## config.mk

```make
export PLATFORM = sky130hd
export DESIGN_NAME = xkbd_ctrl_flat
export DESIGN_NICKNAME = d
export VERILOG_FILES = /design/src/rtl/xkbd_ctrl_if.sv /design/src/rtl/xkbd_ctrl.sv /design/src/flat_wrapper.sv
export SDC_FILE = /design/constraint.sdc
export NUM_CORES = 1
export LEC_CHECK = 0
export ABC_AREA = 1
export BUFFER_PORTS_ARGS = -buffer_cell sky130_fd_sc_hd__buf_2
export CAP_MARGIN = 20
export CORE_MARGIN = 1.5
export CORE_UTILIZATION = 41
export CTS_CLUSTER_DIAMETER = 200
export DETAILED_ROUTE_END_ITERATION = 7
export GPL_ROUTABILITY_DRIVEN = 0
export GPL_TIMING_DRIVEN = 0
export HOLD_SLACK_MARGIN = 0.1
export MAX_ROUTING_LAYER = met4
export REMOVE_ABC_BUFFERS = 1
export SLEW_MARGIN = 20
export SYNTH_ARGS = -nofsm -noshare
export SYNTH_HDL_FRONTEND = slang
export SYNTH_SLANG_ARGS = --single-unit
export TNS_END_PERCENT = 5
```

## constraint.sdc

```tcl
create_clock -name clk -period 2.2 [get_ports clk]
set_input_delay 0.22 -clock clk [delete_from_list [all_inputs] [get_ports clk]]
set_output_delay 0.22 -clock clk [all_outputs]
set_load 0.01 [all_outputs]
```

## src/rtl/xkbd_ctrl_if.sv

```systemverilog
// Bus-side bundle for xkbd_ctrl: PS/2 byte strobe input plus the register data bus.
interface xkbd_ctrl_if;
  logic        byte_valid;
  logic [7:0]  byte_in;
  logic        sel;
  logic        we;
  logic        addr;
  logic [31:0] data_in;
  logic [31:0] data_out;
  logic        event_pending;

  modport master (
    output byte_valid, byte_in, sel, we, addr, data_in,
    input  data_out, event_pending
  );

  modport slave (
    input  byte_valid, byte_in, sel, we, addr, data_in,
    output data_out, event_pending
  );
endinterface

```

## src/rtl/xkbd_ctrl.sv

```systemverilog
// PS/2 set-2 scancode decoder (E0/F0 prefixes with timeout) feeding a small event FIFO
// exposed through EVENT (pop-on-read) and STATUS registers.
module xkbd_ctrl #(
  parameter int unsigned DEPTH   = 4,
  parameter int unsigned TIMEOUT = 100000
) (
  input logic         clk,
  input logic         rst,
  xkbd_ctrl_if.slave  bus
);

  localparam int unsigned PW = (DEPTH > 1) ? $clog2(DEPTH) : 1;
  localparam int unsigned CW = $clog2(DEPTH + 1);
  localparam int unsigned TW = (TIMEOUT > 1) ? $clog2(TIMEOUT) : 1;

  localparam logic [7:0] ByteExt = 8'hE0;
  localparam logic [7:0] ByteBrk = 8'hF0;

  typedef enum logic [1:0] {StIdle, StBrk, StExt, StExtBrk} state_e;

  state_e          state_q, state_d;
  logic [TW-1:0]   tmo_q, tmo_d;
  logic            tmo_hit;
  logic            push;
  logic [9:0]      push_word;

  logic [9:0]      mem_q [DEPTH];
  logic [PW-1:0]   rptr_q, wptr_q;
  logic [CW-1:0]   count_q, count_d;
  logic            ovf_q;

  logic            rd_evt, rd_stat, wr_stat;
  logic            flush, ovf_clr;
  logic            empty, full;
  logic            pop, push_ok, push_drop;
  logic [3:0]      count4;
  logic            unused_data_in;

  // Decoder

  assign tmo_hit   = (state_q != StIdle) && (tmo_q == TW'(TIMEOUT - 1));
  assign push_word = {(state_q == StBrk) || (state_q == StExtBrk),
                      (state_q == StExt) || (state_q == StExtBrk),
                      bus.byte_in};

  always_comb begin
    state_d = state_q;
    push    = 1'b0;
    if (bus.byte_valid) begin
      unique case (state_q)
        StIdle: begin
          if (bus.byte_in == ByteExt)      state_d = StExt;
          else if (bus.byte_in == ByteBrk) state_d = StBrk;
          else                             push    = 1'b1;
        end
        StExt: begin
          if (bus.byte_in == ByteBrk) state_d = StExtBrk;
          else if (bus.byte_in != ByteExt) begin
            push    = 1'b1;
            state_d = StIdle;
          end
        end
        StBrk: begin
          if (bus.byte_in == ByteExt) state_d = StExtBrk;
          else if (bus.byte_in != ByteBrk) begin
            push    = 1'b1;
            state_d = StIdle;
          end
        end
        StExtBrk: begin
          if ((bus.byte_in != ByteExt) && (bus.byte_in != ByteBrk)) begin
            push    = 1'b1;
            state_d = StIdle;
          end
        end
        default: state_d = StIdle;
      endcase
    end else if (tmo_hit) begin
      // Stale prefix: abandon it without producing an event.
      state_d = StIdle;
    end
  end

  always_comb begin
    if (bus.byte_valid || (state_q == StIdle) || tmo_hit) tmo_d = '0;
    else                                                  tmo_d = tmo_q + 1'b1;
  end

  always_ff @(posedge clk) begin
    if (rst) begin
      state_q <= StIdle;
      tmo_q   <= '0;
    end else begin
      state_q <= state_d;
      tmo_q   <= tmo_d;
    end
  end

  // Register bus decode and FIFO

  assign rd_evt  = bus.sel && !bus.we && !bus.addr;
  assign rd_stat = bus.sel && !bus.we &&  bus.addr;
  assign wr_stat = bus.sel &&  bus.we &&  bus.addr;
  assign flush   = wr_stat && bus.data_in[0];
  assign ovf_clr = wr_stat && (bus.data_in[0] || bus.data_in[5]);

  assign empty     = (count_q == '0);
  assign full      = (count_q == CW'(DEPTH));
  assign pop       = rd_evt && !empty;
  assign push_ok   = push && (!full || pop) && !flush;
  assign push_drop = push && full && !pop;

  always_comb begin
    count_d = count_q;
    unique case ({push_ok, pop})
      2'b10:   count_d = count_q + 1'b1;
      2'b01:   count_d = count_q - 1'b1;
      default: count_d = count_q;
    endcase
  end

  always_ff @(posedge clk) begin
    if (rst) begin
      rptr_q  <= '0;
      wptr_q  <= '0;
      count_q <= '0;
    end else if (flush) begin
      rptr_q  <= '0;
      wptr_q  <= '0;
      count_q <= '0;
    end else begin
      if (push_ok) wptr_q <= wptr_q + 1'b1;
      if (pop)     rptr_q <= rptr_q + 1'b1;
      count_q <= count_d;
    end
  end

  always_ff @(posedge clk) begin
    if (!rst && push_ok) mem_q[wptr_q] <= push_word;
  end

  // Clear beats a same-cycle overflow.
  always_ff @(posedge clk) begin
    if (rst)            ovf_q <= 1'b0;
    else if (ovf_clr)   ovf_q <= 1'b0;
    else if (push_drop) ovf_q <= 1'b1;
  end

  assign count4 = 4'(count_q);

  always_comb begin
    bus.data_out = '0;
    if (rd_stat)               bus.data_out = {26'b0, ovf_q, full, count4};
    else if (rd_evt && !empty) bus.data_out = {22'b0, mem_q[rptr_q]};
  end

  assign bus.event_pending = !empty;

  assign unused_data_in = ^{bus.data_in[31:6], bus.data_in[4:1]};

endmodule
```

## src/flat_wrapper.sv

```systemverilog
// flat-port wrapper written by rule: the top's interface ports become plain ports
module xkbd_ctrl_flat 
#(
  parameter int unsigned DEPTH   = 4,
  parameter int unsigned TIMEOUT = 100000
)
  (clk, rst, bus_byte_valid, bus_byte_in, bus_sel, bus_we, bus_addr, bus_data_in, bus_data_out, bus_event_pending);
  xkbd_ctrl_if bus_i ();
  input logic clk;
  input logic rst;
  input wire logic [$bits(bus_i.byte_valid)-1:0] bus_byte_valid;
  input wire logic [$bits(bus_i.byte_in)-1:0] bus_byte_in;
  input wire logic [$bits(bus_i.sel)-1:0] bus_sel;
  input wire logic [$bits(bus_i.we)-1:0] bus_we;
  input wire logic [$bits(bus_i.addr)-1:0] bus_addr;
  input wire logic [$bits(bus_i.data_in)-1:0] bus_data_in;
  output wire logic [$bits(bus_i.data_out)-1:0] bus_data_out;
  output wire logic [$bits(bus_i.event_pending)-1:0] bus_event_pending;
  assign bus_i.byte_valid = bus_byte_valid;
  assign bus_i.byte_in = bus_byte_in;
  assign bus_i.sel = bus_sel;
  assign bus_i.we = bus_we;
  assign bus_i.addr = bus_addr;
  assign bus_i.data_in = bus_data_in;
  assign bus_data_out = bus_i.data_out;
  assign bus_event_pending = bus_i.event_pending;
  xkbd_ctrl #(.DEPTH(DEPTH), .TIMEOUT(TIMEOUT)) u_core (.clk(clk), .rst(rst), .bus(bus_i));
endmodule
```

==> results.json, run 1 <==
{
  "cp_cell_sequence": "inv_2, nand3_2, nand2_4, nand2_2, nand2_2, nor2_4, inv_2, ha_1, inv_1, fa_2, nor2_1, a21oi_1, nor2_1",
  "crit_slowest_cell": "fa_2",
  "die_h_um": 93.18,
  "maxSlewViolCount": 0,
  "syn_area_per_cell_sq_um": 9.288,
  "dr.first_iter.drc_count": 100,
  "clkSinkCount": 69,
  "slew_headroom_pct": 56.37,
  "synth_top_family_by_area": "simple AND/OR/NAND/NOR gates",
  "final_cell_mix": "nor2_1 (68), edfxtp_1 (40), nand2_1 (32), o21ai_0 (28)",
  "start_kind": "register",
  "fmax_mhz": 488.1,
  "criticalPathCategory": "reg2reg",
  "dpl_cell_area_sq_um": 3468,
  "setup_viol": 0,
  "yosys.area_share.adder_pct": 2.852,
  "r2r_cells": 13,
  "insertion_delay_ps": 330,
  "io_pins": 79,
  "portBuffers": 26,
  "grt_pass1_wl_um": 10570,
  "yosysUniqueCellTypes": 35,
  "dieArea_sq_um": 8683,
  "leakagePower_nw": 1.451,
  "yosysSeqAreaShare_pct": 53.43,
  "r2r-start": "u_core.count_q[0]",
  "grtUsageMet2_pct": 27.62,
  "dp_hpwl_um": 4271,
  "ys_async_sr_fraction_pct": 0,
  "cts-root-buf": "clkbuf_8",
  "arrival_ps": 2320,
  "cp-end-kind": "register",
  "synth-edff-count": 40,
  "start_util_pct": 42.71,
  "peakVddDrop_mv": 0.3596,
  "drc_errors": 0,
  "final_core_util_pct": 48.61,
  "grtUsageMet3_pct": 5.610,
  "numCtsBuffers": 9,
  "htree_levels": 3,
  "via_count": 2396,
  "synth-seq-cells": 69,
  "hold_class": "in2reg",
  "min_period_over_period_pct": 93.12,
  "path_max_fanout": 4,
  "use_met1_pct": 18.98,
  "grt-ovfl-total": 0,
  "synth-simple-area-share_pct": 22.03,
  "layout.nets": 445,
  "grt_usage_pct": 16.55,
  "grt_pass1_vias": 2268,
  "synth_compound_area_share_pct": 8.593,
  "startpoint": "u_core.count_q[0]",
  "min_period_ps": 2049,
  "instances_no_fill": 499,
  "dieWidth_um": 93.18,
  "clockBufferDepth": 2,
  "syn-instance-count": 359,
  "num_rows": 32,
  "synth.area.mux_share_pct": 0,
  "coreArea_sq_um": 7807,
  "cap_violations": 0,
  "final_common_cell": "nor2_1",
  "synth-xor-area-share_pct": 2.627,
  "grt_max_degree": 23,
  "first_pass_iters": 4,
  "vias_per_cell": 4.802,
  "skew_ps": 3.883,
  "antenna_found_initial": 0,
  "max_stage_delay_ps": 450,
  "placedCellCount": 478,
  "r2r_slack_ps": 150,
  "endpoint": "u_core.count_q[1]",
  "grt-busiest-layer": "met2",
  "cp_data_required_time_ps": 2470,
  "worst_pin_slew_ps": 653.8,
  "timing.hold.ws_ps": 119.5,
  "tritoncts": "built",
  "final_area_sq_um": 3795,
  "hold_viol": 0,
  "ys_warn_count": 0,
  "wl_per_cell_um": 12.76,
  "syn_area_sq_um": 3334,
  "rr_endpoint": "u_core.count_q[1]",
  "clk_pin_slew_worst_paths_ps": 70,
  "status": "complete, no violations",
  "synth-main-ff-cell": "edfxtp_1",
  "areaGrowthSynthToFinish_pct": 13.81,
  "layout-drive-gt1-share_pct": 22.92,
  "insertedDiodeCount": 0,
  "drtAntennaViolNets": 0,
  "routed_wl_um": 6366,
  "p_per_area_nw_per_um2": 750.0
}
[power breakdown]
group / internal, W / switching [W] / total (W)
Clock: 0.000753 / 0.000463 / 0.00122
Combinational: 0.0000683 / 0.000143 / 0.000211
Sequential: 0.00140 / 0.0000226 / 0.00142
Total: 0.00222 / 0.000628 / 0.00285
[how the worst min path moves through the flow]
stage	start	end	cells after the start
after floorplan	rst	u_core.state_q[1]	1
after CTS	bus_byte_in[7]	u_core.mem_q[2][7]	1
after global placement	rst	u_core.state_q[1]	2
after global routing	bus_byte_in[0]	u_core.mem_q[3][0]	1
final	bus_byte_in[6]	u_core.mem_q[3][6]	1
after detailed placement	rst	u_core.state_q[1]	2
[critical path: cells and delay by family (launching register included)]
| family | cells | cell delay, ps |
|---|---|---|
| AND/OR/NAND/NOR | 7 | 630 |
| adder cells (fa/ha/maj) | 2 | 640 |
| buffers and inverters | 3 | 260 |
| flip-flops | 1 | 390 |
| AO/OA/AOI/OAI | 1 | 60 |
[layer usage]
metal / up-vias / wire length, um
met2: 53 / 3126
met4: 0 / 70
met1: 1117 / 2899
li1: 1218 / -
met5: - / 0
met3: 8 / 269
[logic make-up after synthesis]
| logic type | after synthesis |
|---|---|
| and+or+nand+nor | 151 |
| xor gates and xnor gates | 10 |
| buffers and inverters | 68 |
| AOI/OAI and AO/OA | 53 |
| DFF | 69 |
| other | 1 |
| adders and majority gates | 7 |
[cell type report]
cell class	count	area [sq um]
clock inverters	6	111.4
fillers	749	4013
flip-flops and latches	69	1788
repair inverters	1	7.507
well taps	102	127.6
multi-input cells	243	1318
clock buffers	10	127.6
repair buffers	30	167.7
inverters	38	147.6
[sequential cells by signal, summed over array words and instances (netlist names), named ones only]
name and flops:
u_core.tmo_q 17, u_core.count_q 3, u_core.ovf_q 1, u_core.rptr_q 2
u_core.state_q 2, u_core.wptr_q 2, u_core.mem_q 40
[synth_stat cells, drive strengths merged, types with 2 or more instances]
master | count | area share [%]
xor2 | 8 | 2.1
o21ai | 29 | 4.4
xnor2 | 2 | 0.53
nor3b | 2 | 0.45
nand3 | 10 | 1.8
dfxtp | 29 | 17
nand4 | 10 | 2.5
ha | 6 | 2.3
a32o | 2 | 0.60
nand2 | 40 | 5.1
nor3 | 10 | 2.4
nor2 | 77 | 9.3
clkbuf | 7 | 0.79
clkinv | 2 | 0.23
edfxtp | 40 | 36
buf | 23 | 5.3
a21oi | 16 | 2.4
inv | 36 | 4.1
o22ai | 5 | 0.94
[stage by stage]
step	setup slack (ps)	total power [W]	setup TNS [ps]
after floorplan	145.6	0.001572	0
after global placement	-142.3	0.001637	-3801
after detailed placement	-136.7	0.001639	-3925
after CTS	4.556	0.002864	0
after global routing	-43.85	0.002955	-56.08
final	151.4	0.002846	0
[what timing repair did]
item                       CTS  global route
setup endpoints to repair   51            23
hold buffers                 3             0
hold endpoints to repair     9             0
pin swaps                    0             1
resized for setup            9             9
cloned                       1             0
setup buffers                0             1
Power figures use the tool's default switching activity.
==> run 2: changes to the inputs <==
--- a/config.mk
+++ b/config.mk
@@ -16,6 +16,7 @@
 export GPL_TIMING_DRIVEN = 0
 export HOLD_SLACK_MARGIN = 0.1
 export MAX_ROUTING_LAYER = met4
+export PLACE_DENSITY = 0.7
 export REMOVE_ABC_BUFFERS = 1
 export SLEW_MARGIN = 20
 export SYNTH_ARGS = -nofsm -noshare
==> run 2 against run 1 <==
Register-to-register slack better by 50 ps. First-iteration DRC count is 17% higher. Clock skew is 5.0 ps higher. Clock power is 26% lower. Die area stayed put. Cell area is 0.69% lower. Flip-flop and latch count stayed put. Utilization is 0.34 points lower. Global-route usage is 0.86 points lower.
==> results.json, run 2 (synthesized netlist as in run 1, its figures left out) <==
{
  "status": "complete, no violations",
  "portBuffers": 26,
  "dieWidth_um": 93.18,
  "num_rows": 32,
  "insertedDiodeCount": 0,
  "start_util_pct": 42.71,
  "start_kind": "register",
  "vias_per_cell": 4.811,
  "die_h_um": 93.18,
  "first_pass_iters": 5,
  "rsz0062_at_grt": "no",
  "layout-drive-gt1-share_pct": 22.94,
  "wl_per_cell_um": 12.64,
  "cts-root-buf": "clkbuf_8",
  "min_period_ps": 2092,
  "final_core_util_pct": 48.27,
  "cp-end-kind": "output pin",
  "instances_no_fill": 503,
  "io_pins": 79,
  "largest_reg_flops": 40,
  "placedCellCount": 478,
  "clk_pin_slew_worst_paths_ps": 80,
  "maxSlewViolCount": 0,
  "htree_levels": 3,
  "routed_wl_um": 6358,
  "hold_class": "in2reg",
  "dieArea_sq_um": 8683,
  "regMostFlops": "u_core.mem_q",
  "fmax_mhz": 478.0,
  "criticalPathCategory": "reg2out",
  "skew_ps": 8.904,
  "worst_pin_slew_ps": 621.1,
  "reg.largest.list": "u_core.mem_q (40), u_core.tmo_q (17), u_core.count_q (3)",
  "cap_violations": 0,
  "tritoncts": "built",
  "fin_ws_ps": 107.9,
  "final_cell_mix": "nor2_1 (68), edfxtp_1 (40), nand2_1 (32)",
  "cp_cell_sequence": "clkinv_2, o21ai_0, o22ai_1, a32o_1, buf_2",
  "seq_area_sq_um": 1788,
  "clockBufferDepth": 2,
  "crit_slowest_cell": "dfxtp_1",
  "arrival_ps": 1870,
  "leakagePower_nw": 1.432,
  "slew_headroom_pct": 58.55,
  "insertion_delay_ps": 340,
  "grt-ovfl-total": 0,
  "grt_pass1_vias": 2220,
  "drtAntennaViolNets": 0,
  "path_max_fanout": 11,
  "layout.nets": 449,
  "via_count": 2420,
  "dp_hpwl_um": 4246,
  "grt_max_degree": 23,
  "antenna_found_initial": 0,
  "coreArea_sq_um": 7807,
  "grt_usage_pct": 15.69,
  "final_common_cell": "nor2_1",
  "dr.first_iter.drc_count": 117,
  "setup_viol": 0,
  "peakVddDrop_mv": 0.4197,
  "hold_viol": 0,
  "clkSinkCount": 69,
  "min_period_over_period_pct": 95.10,
  "cp_data_required_time_ps": 1980,
  "areaGrowthSynthToFinish_pct": 13.02,
  "multi_input_area_sq_um": 1320,
  "p_per_area_nw_per_um2": 675.7,
  "power_w": 0.002546,
  "grt_pass1_wl_um": 10040,
  "dpl_worst_slack_ps": -174.2,
  "fillers": 730,
  "max_stage_delay_ps": 610,
  "numCtsBuffers": 9,
  "drc_errors": 0
}
==> run 2: final timing paths <==
kind | to | slack (ps) | cells past startpoint | start
worst max-delay path | bus_data_out[5] | 110 | 5 | register
worst max register to register | u_core.count_q[1] | 200 | 13 | u_core.count_q[1]
worst min-delay path | u_core.mem_q[2][7] | 110 | 1 | bus_byte_in[7]
worst min register to register | u_core.tmo_q[0] | 450 | 1 | u_core.tmo_q[0]
==> run 2: report_power, final <==
group / switching [W] / total [W] / internal, W
combinational: 0.000144 / 0.000217 / 0.0000731
sequential: 0.0000245 / 0.00142 / 0.00140
clock: 0.000496 / 0.000907 / 0.000412
total: 0.000665 / 0.00255 / 0.00188
==> run 2: final cells by class <==
cell class	instances	share of cell area [%]
clock buffer	9	3.287
clock inverter	7	1.361
inverter	38	3.918
multi-input combinational	243	35.03
sequential	69	47.44
tap	102	3.386
timing repair buffer	34	5.445
timing repair inverter	1	0.1328
==> run 2: critical path, delay by kind of cell, from the launching register on <==
kind / cells / cell delay [ps]
buffers and inverters: 2 / 420
flip-flops: 1 / 610
AO/OA/AOI/OAI: 3 / 490
==> run 2: through the flow <==
stage,TNS [ps],instance area [sq um],hold WS [ps]
global placement,-5690,3468,391.7
detailed placement,-5598,3468,396.3
global route,0,3769,105.0
finish,0,3769,109.1
CTS,0,3732,100.9
floorplan,0,3211,289.1
==> run 2: metal layers <==
metal / wire [um] / vias up / global-route usage [%]
li1: - / 1230 / -
met2: 3271 / 71 / 26.46
met1: 2685 / 1113 / 17.58
met3: 340 / 6 / 4.390
met5: 0 / - / -
met4: 61 / 0 / 6.313
==> run 2: what timing repair did <==
item / CTS / global route
buffers inserted: 0 / 2
gates resized for setup: 9 / 10
endpoints found under the hold margin: 7 / 0
cloned: 1 / 0
hold buffers: 6 / 0
setup endpoints to repair: 51 / 2
pin swaps: 0 / 3
